<file path="src/rtl/qeciphy_tx_framer_pkg.sv">
// Shared types, word constants and the 64-bit-per-cycle CRC-32 step for the QECIPHY TX framer.
package qeciphy_tx_framer_pkg;

    typedef enum logic [1:0] {
        ST_OFF    = 2'd0,
        ST_IDLE   = 2'd1,
        ST_ACTIVE = 2'd2
    } tx_state_t;

    localparam logic [63:0] FAW_PATTERN = 64'hF628_5A3C_C35A_9600;
    localparam logic [63:0] IDLE_WORD   = 64'h0707_0707_0707_0707;
    localparam logic [31:0] CRC_TAG     = 32'hC3C0_5EED;
    localparam logic [31:0] CRC_INIT    = 32'hFFFF_FFFF;
    localparam logic [31:0] CRC_POLY    = 32'h04C1_1DB7;

    // MSB-first: data bit 63 enters the register first.
    function automatic logic [31:0] crc32_d64(input logic [31:0] crc, input logic [63:0] data);
        logic [31:0] c;
        c = crc;
        for (int i = 63; i >= 0; i--) begin
            c = {c[30:0], 1'b0} ^ ((c[31] ^ data[i]) ? CRC_POLY : 32'h0);
        end
        return c;
    endfunction

endpackage

</file>
<file path="src/rtl/qeciphy_tx_crc32_d64.sv">
// Registered CRC-32 accumulator folding in one 64-bit word per cycle; init wins over update.
module qeciphy_tx_crc32_d64
    import qeciphy_tx_framer_pkg::*;
(
    input  logic        clk_i,
    input  logic        rst_i,
    input  logic        init_i,
    input  logic        update_i,
    input  logic [63:0] data_i,
    output logic [31:0] crc_o
);

    logic [31:0] crc_q, crc_d;

    always_comb begin
        crc_d = crc_q;
        if (init_i) begin
            crc_d = CRC_INIT;
        end else if (update_i) begin
            crc_d = crc32_d64(crc_q, data_i);
        end
    end

    always_ff @(posedge clk_i or posedge rst_i) begin
        if (rst_i) begin
            crc_q <= CRC_INIT;
        end else begin
            crc_q <= crc_d;
        end
    end

    assign crc_o = crc_q;

endmodule

</file>
<file path="src/rtl/qeciphy_tx_framer.sv">
// QECIPHY TX framer: slot counting, OFF/IDLE/ACTIVE control and FAW/CRC/idle/data word generation.
// Define QECIPHY_TX_FRAMER_STATS_EN to add frame_count_o / data_count_o statistics outputs.
module qeciphy_tx_framer
    import qeciphy_tx_framer_pkg::*;
#(
    parameter int FAW_PERIOD = 64,
    parameter int CRC_PERIOD = 8,
    parameter int SLOT_W     = $clog2(FAW_PERIOD)
) (
    input  logic        clk_i,
    input  logic        rst_i,
    input  logic [63:0] s_axis_tdata_i,
    input  logic        s_axis_tvalid_i,
    output logic        s_axis_tready_o,
    output logic [63:0] m_axis_tdata_o,
    output logic        m_axis_tdata_isfaw_o,
    output logic        m_axis_tdata_iscrc_o,
    input  logic        link_enable_i,
    input  logic        data_enable_i,
    input  logic        rx_rdy_i,
    output logic [1:0]  tx_state_o
`ifdef QECIPHY_TX_FRAMER_STATS_EN
    ,
    output logic [31:0] frame_count_o,
    output logic [31:0] data_count_o
`endif
);

    localparam int BLK_W = $clog2(CRC_PERIOD);
    localparam logic [SLOT_W-1:0] SLOT_LAST = SLOT_W'(FAW_PERIOD - 1);
    localparam logic [BLK_W-1:0]  BLK_LAST  = BLK_W'(CRC_PERIOD - 1);

    tx_state_t         state_q, state_d;
    logic [SLOT_W-1:0] slot_q, slot_d;
    logic [BLK_W-1:0]  blk_q, blk_d;
    logic              is_faw, is_crc, is_data, at_bound;
    logic [63:0]       word_d, tdata_q;
    logic              isfaw_d, iscrc_d, isfaw_q, iscrc_q;
    logic              crc_init;
    logic [31:0]       crc_acc;

    // A separate position-in-block counter avoids a modulo on the slot counter;
    // it stays aligned because FAW_PERIOD is a multiple of CRC_PERIOD.
    assign is_faw   = (slot_q == '0);
    assign is_crc   = (blk_q == BLK_LAST);
    assign is_data  = !is_faw && !is_crc;
    assign at_bound = (slot_q == SLOT_LAST);

    always_comb begin
        slot_d = at_bound ? '0 : slot_q + SLOT_W'(1);
        blk_d  = is_crc ? '0 : blk_q + BLK_W'(1);
    end

    always_ff @(posedge clk_i or posedge rst_i) begin
        if (rst_i) begin
            state_q <= ST_OFF;
            slot_q  <= '0;
            blk_q   <= '0;
        end else begin
            state_q <= state_d;
            slot_q  <= slot_d;
            blk_q   <= blk_d;
        end
    end

    always_comb begin
        state_d = state_q;
        if (at_bound) begin
            if (!link_enable_i) begin
                state_d = ST_OFF;
            end else if (data_enable_i) begin
                state_d = ST_ACTIVE;
            end else begin
                state_d = ST_IDLE;
            end
        end
    end

    // Word for the current slot; the CRC word uses the accumulator before its reload.
    always_comb begin
        word_d   = '0;
        isfaw_d  = 1'b0;
        iscrc_d  = 1'b0;
        crc_init = 1'b1;
        if (state_q != ST_OFF) begin
            crc_init = is_crc;
            if (is_faw) begin
                word_d  = {FAW_PATTERN[63:8], 5'b0, state_q, rx_rdy_i};
                isfaw_d = 1'b1;
            end else if (is_crc) begin
                word_d  = {CRC_TAG, ~crc_acc};
                iscrc_d = 1'b1;
            end else if (state_q == ST_ACTIVE && s_axis_tvalid_i) begin
                word_d = s_axis_tdata_i;
            end else begin
                word_d = IDLE_WORD;
            end
        end
    end

    assign s_axis_tready_o = (state_q == ST_ACTIVE) && is_data;

    qeciphy_tx_crc32_d64 u_crc (
        .clk_i    (clk_i),
        .rst_i    (rst_i),
        .init_i   (crc_init),
        .update_i (1'b1),
        .data_i   (word_d),
        .crc_o    (crc_acc)
    );

    always_ff @(posedge clk_i or posedge rst_i) begin
        if (rst_i) begin
            tdata_q <= '0;
            isfaw_q <= 1'b0;
            iscrc_q <= 1'b0;
        end else begin
            tdata_q <= word_d;
            isfaw_q <= isfaw_d;
            iscrc_q <= iscrc_d;
        end
    end

    assign m_axis_tdata_o       = tdata_q;
    assign m_axis_tdata_isfaw_o = isfaw_q;
    assign m_axis_tdata_iscrc_o = iscrc_q;
    assign tx_state_o           = state_q;

`ifdef QECIPHY_TX_FRAMER_STATS_EN
    logic [31:0] frame_cnt_q, data_cnt_q;

    always_ff @(posedge clk_i or posedge rst_i) begin
        if (rst_i) begin
            frame_cnt_q <= '0;
            data_cnt_q  <= '0;
        end else begin
            if (isfaw_d) begin
                frame_cnt_q <= frame_cnt_q + 32'd1;
            end
            if (s_axis_tvalid_i && s_axis_tready_o) begin
                data_cnt_q <= data_cnt_q + 32'd1;
            end
        end
    end

    assign frame_count_o = frame_cnt_q;
    assign data_count_o  = data_cnt_q;
`endif

endmodule

</file>
<file path="config.mk">
export PLATFORM = sky130hd
export DESIGN_NAME = qeciphy_tx_framer
export DESIGN_NICKNAME = d
export VERILOG_FILES = /design/src/rtl/qeciphy_tx_framer_pkg.sv /design/src/rtl/qeciphy_tx_crc32_d64.sv /design/src/rtl/qeciphy_tx_framer.sv
export SDC_FILE = /design/constraint.sdc
export NUM_CORES = 1
export LEC_CHECK = 0
export CAP_MARGIN = 25
export CORE_ASPECT_RATIO = 1.5
export CORE_UTILIZATION = 60
export CTS_BUF_LIST = sky130_fd_sc_hd__clkbuf_4
export CTS_CLUSTER_SIZE = 14
export DETAILED_ROUTE_END_ITERATION = 10
export PLACE_DENSITY = 0.85
export SLEW_MARGIN = 20
export SYNTH_ARGS = -nofsm -noshare
export SYNTH_HDL_FRONTEND = slang
export SYNTH_SLANG_ARGS = --single-unit
export TNS_END_PERCENT = 50
</file>
<file path="constraint.sdc">
create_clock -name clk_i -period 17.55 [get_ports clk_i]
set_input_delay 3.51 -clock clk_i [delete_from_list [all_inputs] [get_ports clk_i]]
set_output_delay 3.51 -clock clk_i [all_outputs]
set_load 0.02 [all_outputs]
</file>
==> impl_metrics.py <==
metrics = {
    "outcome": {
        "status": "finished, final reports clean",
    },
    "logic_synthesis": {
        "synth_area_per_cell_um2": 12.3,
        "synth_edf_count": 0,
        "ys_seq_area_frac": 0.234,
        "synth_top_area_share": 0.223,
        "synth_ff_type": "dfrtp_1",
        "synth.largest_area_cell": "xnor3_1",
        "synth_warnings": 0,
        "netlist-cell-type-count": 65,
        "netlist_top_cells_area": "xnor3_1 (22%), xnor2_1 (19%), dfrtp_1 (16%)",
        "netlist_area_um2": 11800,
        "async_flop_share": 1.00,
        "synth_nets": 1038,
        "syn_inst": 964,
        "ys_ff_latch": 109,
    },
    "timing": {
        "setup_violations": 0,
        "fmax_mhz": 89.6,
        "min_period_over_period": 0.636,
        "hold_viol_final": 0,
        "tightest_slew_ps": 1060,
        "slew_violations": 0,
        "fin_tns_setup_ps": 0,
        "rsz0062_at_grt": "false",
        "relSlewSlack": 0.288,
        "worst_hold_slack_ps": 441,
        "fin_skew_ps": 38.7,
        "period_minus_slack_ps": 11160,
    },
    "global_route": {
        "antenna_found_initial": 2,
        "grt.total_usage": 0.375,
        "grt.overflow.total": 0,
        "grt_max_degree": 59,
        "grt_pass1_vias": 8153,
        "grt_pass1_wl_mm": 52.7,
    },
    "worst_setup_path": {
        "crit_buf_inv": 1,
        "cp.required_ps": 17990,
        "critPathKind": "in2reg",
        "cp_top_family": "XOR/XNOR gates",
        "crit_chain": "clkdlybuf4s50_1 -> nand3b_1 -> o21ai_0 -> nor2_1 -> xnor2_1 -> xor3_1 -> xnor3_1 -> xnor3_1 -> xnor3_1 -> xnor3_1 -> xnor2_2 -> xnor2_1 -> xnor3_1 -> xor2_1 -> xor3_1 -> xnor2_1 -> xnor3_1 -> nand2b_1",
        "cpPeakStageDelay_ps": 840,
        "cp.arrival_ps": 11600,
        "critPathSlowestCell": "xnor3_1",
        "end_kind": "flop",
        "cp-start-kind": "input pin",
        "crit_top_cell": "xnor3_1",
        "crit_path_max_fanout": 13,
    },
    "placement": {
        "placed_cells": 1328,
        "place.port_buffers": 138,
        "dp_hpwl_mm": 29.9,
        "place_congestion": 1.02,
    },
    "routing": {
        "drtAntennaViolNets": 0,
        "drc_errors": 0,
        "vias": 7841,
        "routed_wl_mm": 36.3,
        "dr.pass1.iters": 7,
        "avgRoutedWirePerCell_um": 27.0,
        "drt_iter0_markers": 649,
        "viasPerCell": 5.83,
    },
    "finish": {
        "regArea_um2": 2770,
        "utilization": 0.705,
        "nets": 1157,
        "fillers": 1426,
        "multiInputGateArea_um2": 8830,
        "drive_gt1_frac": 0.110,
        "fin_cells": 1345,
        "syn_to_final_growth_pct": 14.7,
    },
    "die": {
        "core_um2": 19200,
        "initial_core_util": 0.615,
        "dieArea_um2": 20300,
        "die_w_um": 117,
        "fp.dieH_um": 174,
        "ios": 139,
        "std_cell_rows": 62,
    },
    "cts": {
        "clock_latency_ps": 500,
        "postCtsHoldBufs": 0,
        "cts_max_level": 3,
        "cts_made_buffers": 9,
        "post_cts_resized": 0,
        "post-cts-setup-buffers": 0,
        "root_buffer": "clkbuf_4",
        "cts_buffer_depth": 2,
        "clock_sinks": 109,
        "path_clk_slew_ps": 200,
        "cts_tree": "yes",
    },
    "power_and_ir_drop": {
        "worst_ir_drop_vdd_mv": 0.0452,
        "powerDensity_nw_per_um2": 30.4,
        "p_leak_nw": 6.22,
    },
    "min_path": {
        "hp-class": "reg2reg",
    },
    "run": {
        "cap_violations": 0,
    },
}
## worst register-to-register path: stages (launching register included)
cell and delay [ps]:
dfrtp_1 420, ha_1 200, ha_1 170, buf_4 260
o21ba_2 880, o21ai_0 240, nor2_1 380, xnor2_1 390
xor3_1 530, xnor3_1 300, xnor3_1 840, xnor3_1 530
xnor3_1 590, xnor2_2 260, xnor2_1 380, xnor3_1 590
xor2_1 380, xor3_1 670, xnor2_1 310, xnor3_1 420
nand2b_1 140
## path summary, 6_finish.rpt
check | from | to | slack [ps] | cells past startpoint
setup / recovery | s_axis_tvalid_i | u_crc.crc_o[12]$_DFF_PP1_ | 6390 | 18
min in group asynchronous | rst_i | m_axis_tdata_o[11]$_DFF_PP0_ | 3420 | 2
hold / removal | blk_q[0]$_DFF_PP0_ | blk_q[0]$_DFF_PP0_ | 440 | 1
setup reg to reg | blk_q[0]$_DFF_PP0_ | u_crc.crc_o[12]$_DFF_PP1_ | 8620 | 20
hold reg to reg | blk_q[0]$_DFF_PP0_ | blk_q[0]$_DFF_PP0_ | 440 | 1
max in group asynchronous | rst_i | m_axis_tdata_o[55]$_DFF_PP0_ | 12950 | 3
## through the flow
stage               setup WS (ps)  total power, mW  cell area (um^2)
floorplan                    7650            0.262             11800
global placement             5910            0.282             13400
detailed placement           5840            0.282             13400
CTS                          6380            0.413             13600
global route                 6010            0.424             13600
finish                       6390            0.412             13600
## state kept, by name (all words and copies together) (netlist names)
| name | count |
|---|---|
| tx_state_o | 2 |
| m_axis_tdata_isfaw_o | 1 |
| blk_q | 3 |
| slot_q | 6 |
| u_crc.crc_o | 32 |
| m_axis_tdata_o | 64 |
| m_axis_tdata_iscrc_o | 1 |
## metal layers
metal,up-vias,part of all wire,global-route usage
met2,431,0.51,0.644
met1,3803,0.33,0.402
met4,0,0.10,0.319
li1,3455,-,-
met5,-,0,0
met3,152,0.059,0.0411
## logic make-up after synthesis
kind of cell	count (synthesis)	share of synthesized area
AO/OA/AOI/OAI	104	0.0621
XOR/XNOR	550	0.620
adder cells (fa/ha/maj)	4	0.00423
buffers and inverters	50	0.0192
flip-flops	109	0.234
AND/OR/NAND/NOR	147	0.0600
## power by group
group | switching (mW) | total (mW) | internal [mW] | leakage (nW)
clock network | 0.0987 | 0.134 | 0.0355 | 0.0813
registers | 0 | 0.252 | 0.252 | 1.26
logic | 0.0108 | 0.0261 | 0.0153 | 4.89
total | 0.109 | 0.412 | 0.303 | 6.22
## synthesized netlist by cell type, types with 5 or more instances
cell type and number:
dfstp_2 32, xor2_2 9, xnor2_2 21, buf_2 7, inv_1 14, nand3_1 6, a211oi_1 6, xnor3_1 117
xor3_1 29, nand2b_1 8, a21oi_1 32, xor2_1 97, nor2_1 38, xnor2_1 262, o21ai_0 20, a21o_1 7
a31oi_1 7, nor3_1 5, clkbuf_1 20, dfrtp_1 77, nand2_1 62, xnor3_2 7
## cells in the final DEF, fill, tap and decap left out, types with 9 or more instances in the layout
cell type / count
xnor3_1: 117
clkbuf_4: 9
xor2_2: 9
nor2_1: 37
xnor2_1: 262
dfrtp_1: 77
dfstp_2: 32
xor3_1: 29
a21oi_1: 32
clkdlybuf4s50_1: 138
xnor2_2: 21
nand2_1: 62
o21ai_0: 20
xor2_1: 97
inv_1: 13
## area by class of cell
| cell class | count | share of cell area |
|---|---|---|
| antenna | 1 | 0.000185 |
| clock buffer | 9 | 0.00498 |
| clock inverter | 7 | 0.00637 |
| inverter | 14 | 0.00406 |
| multi-input combinational | 805 | 0.651 |
| sequential | 109 | 0.204 |
| tap | 256 | 0.0236 |
| timing repair buffer | 144 | 0.105 |
Power figures use the tool's default switching activity.
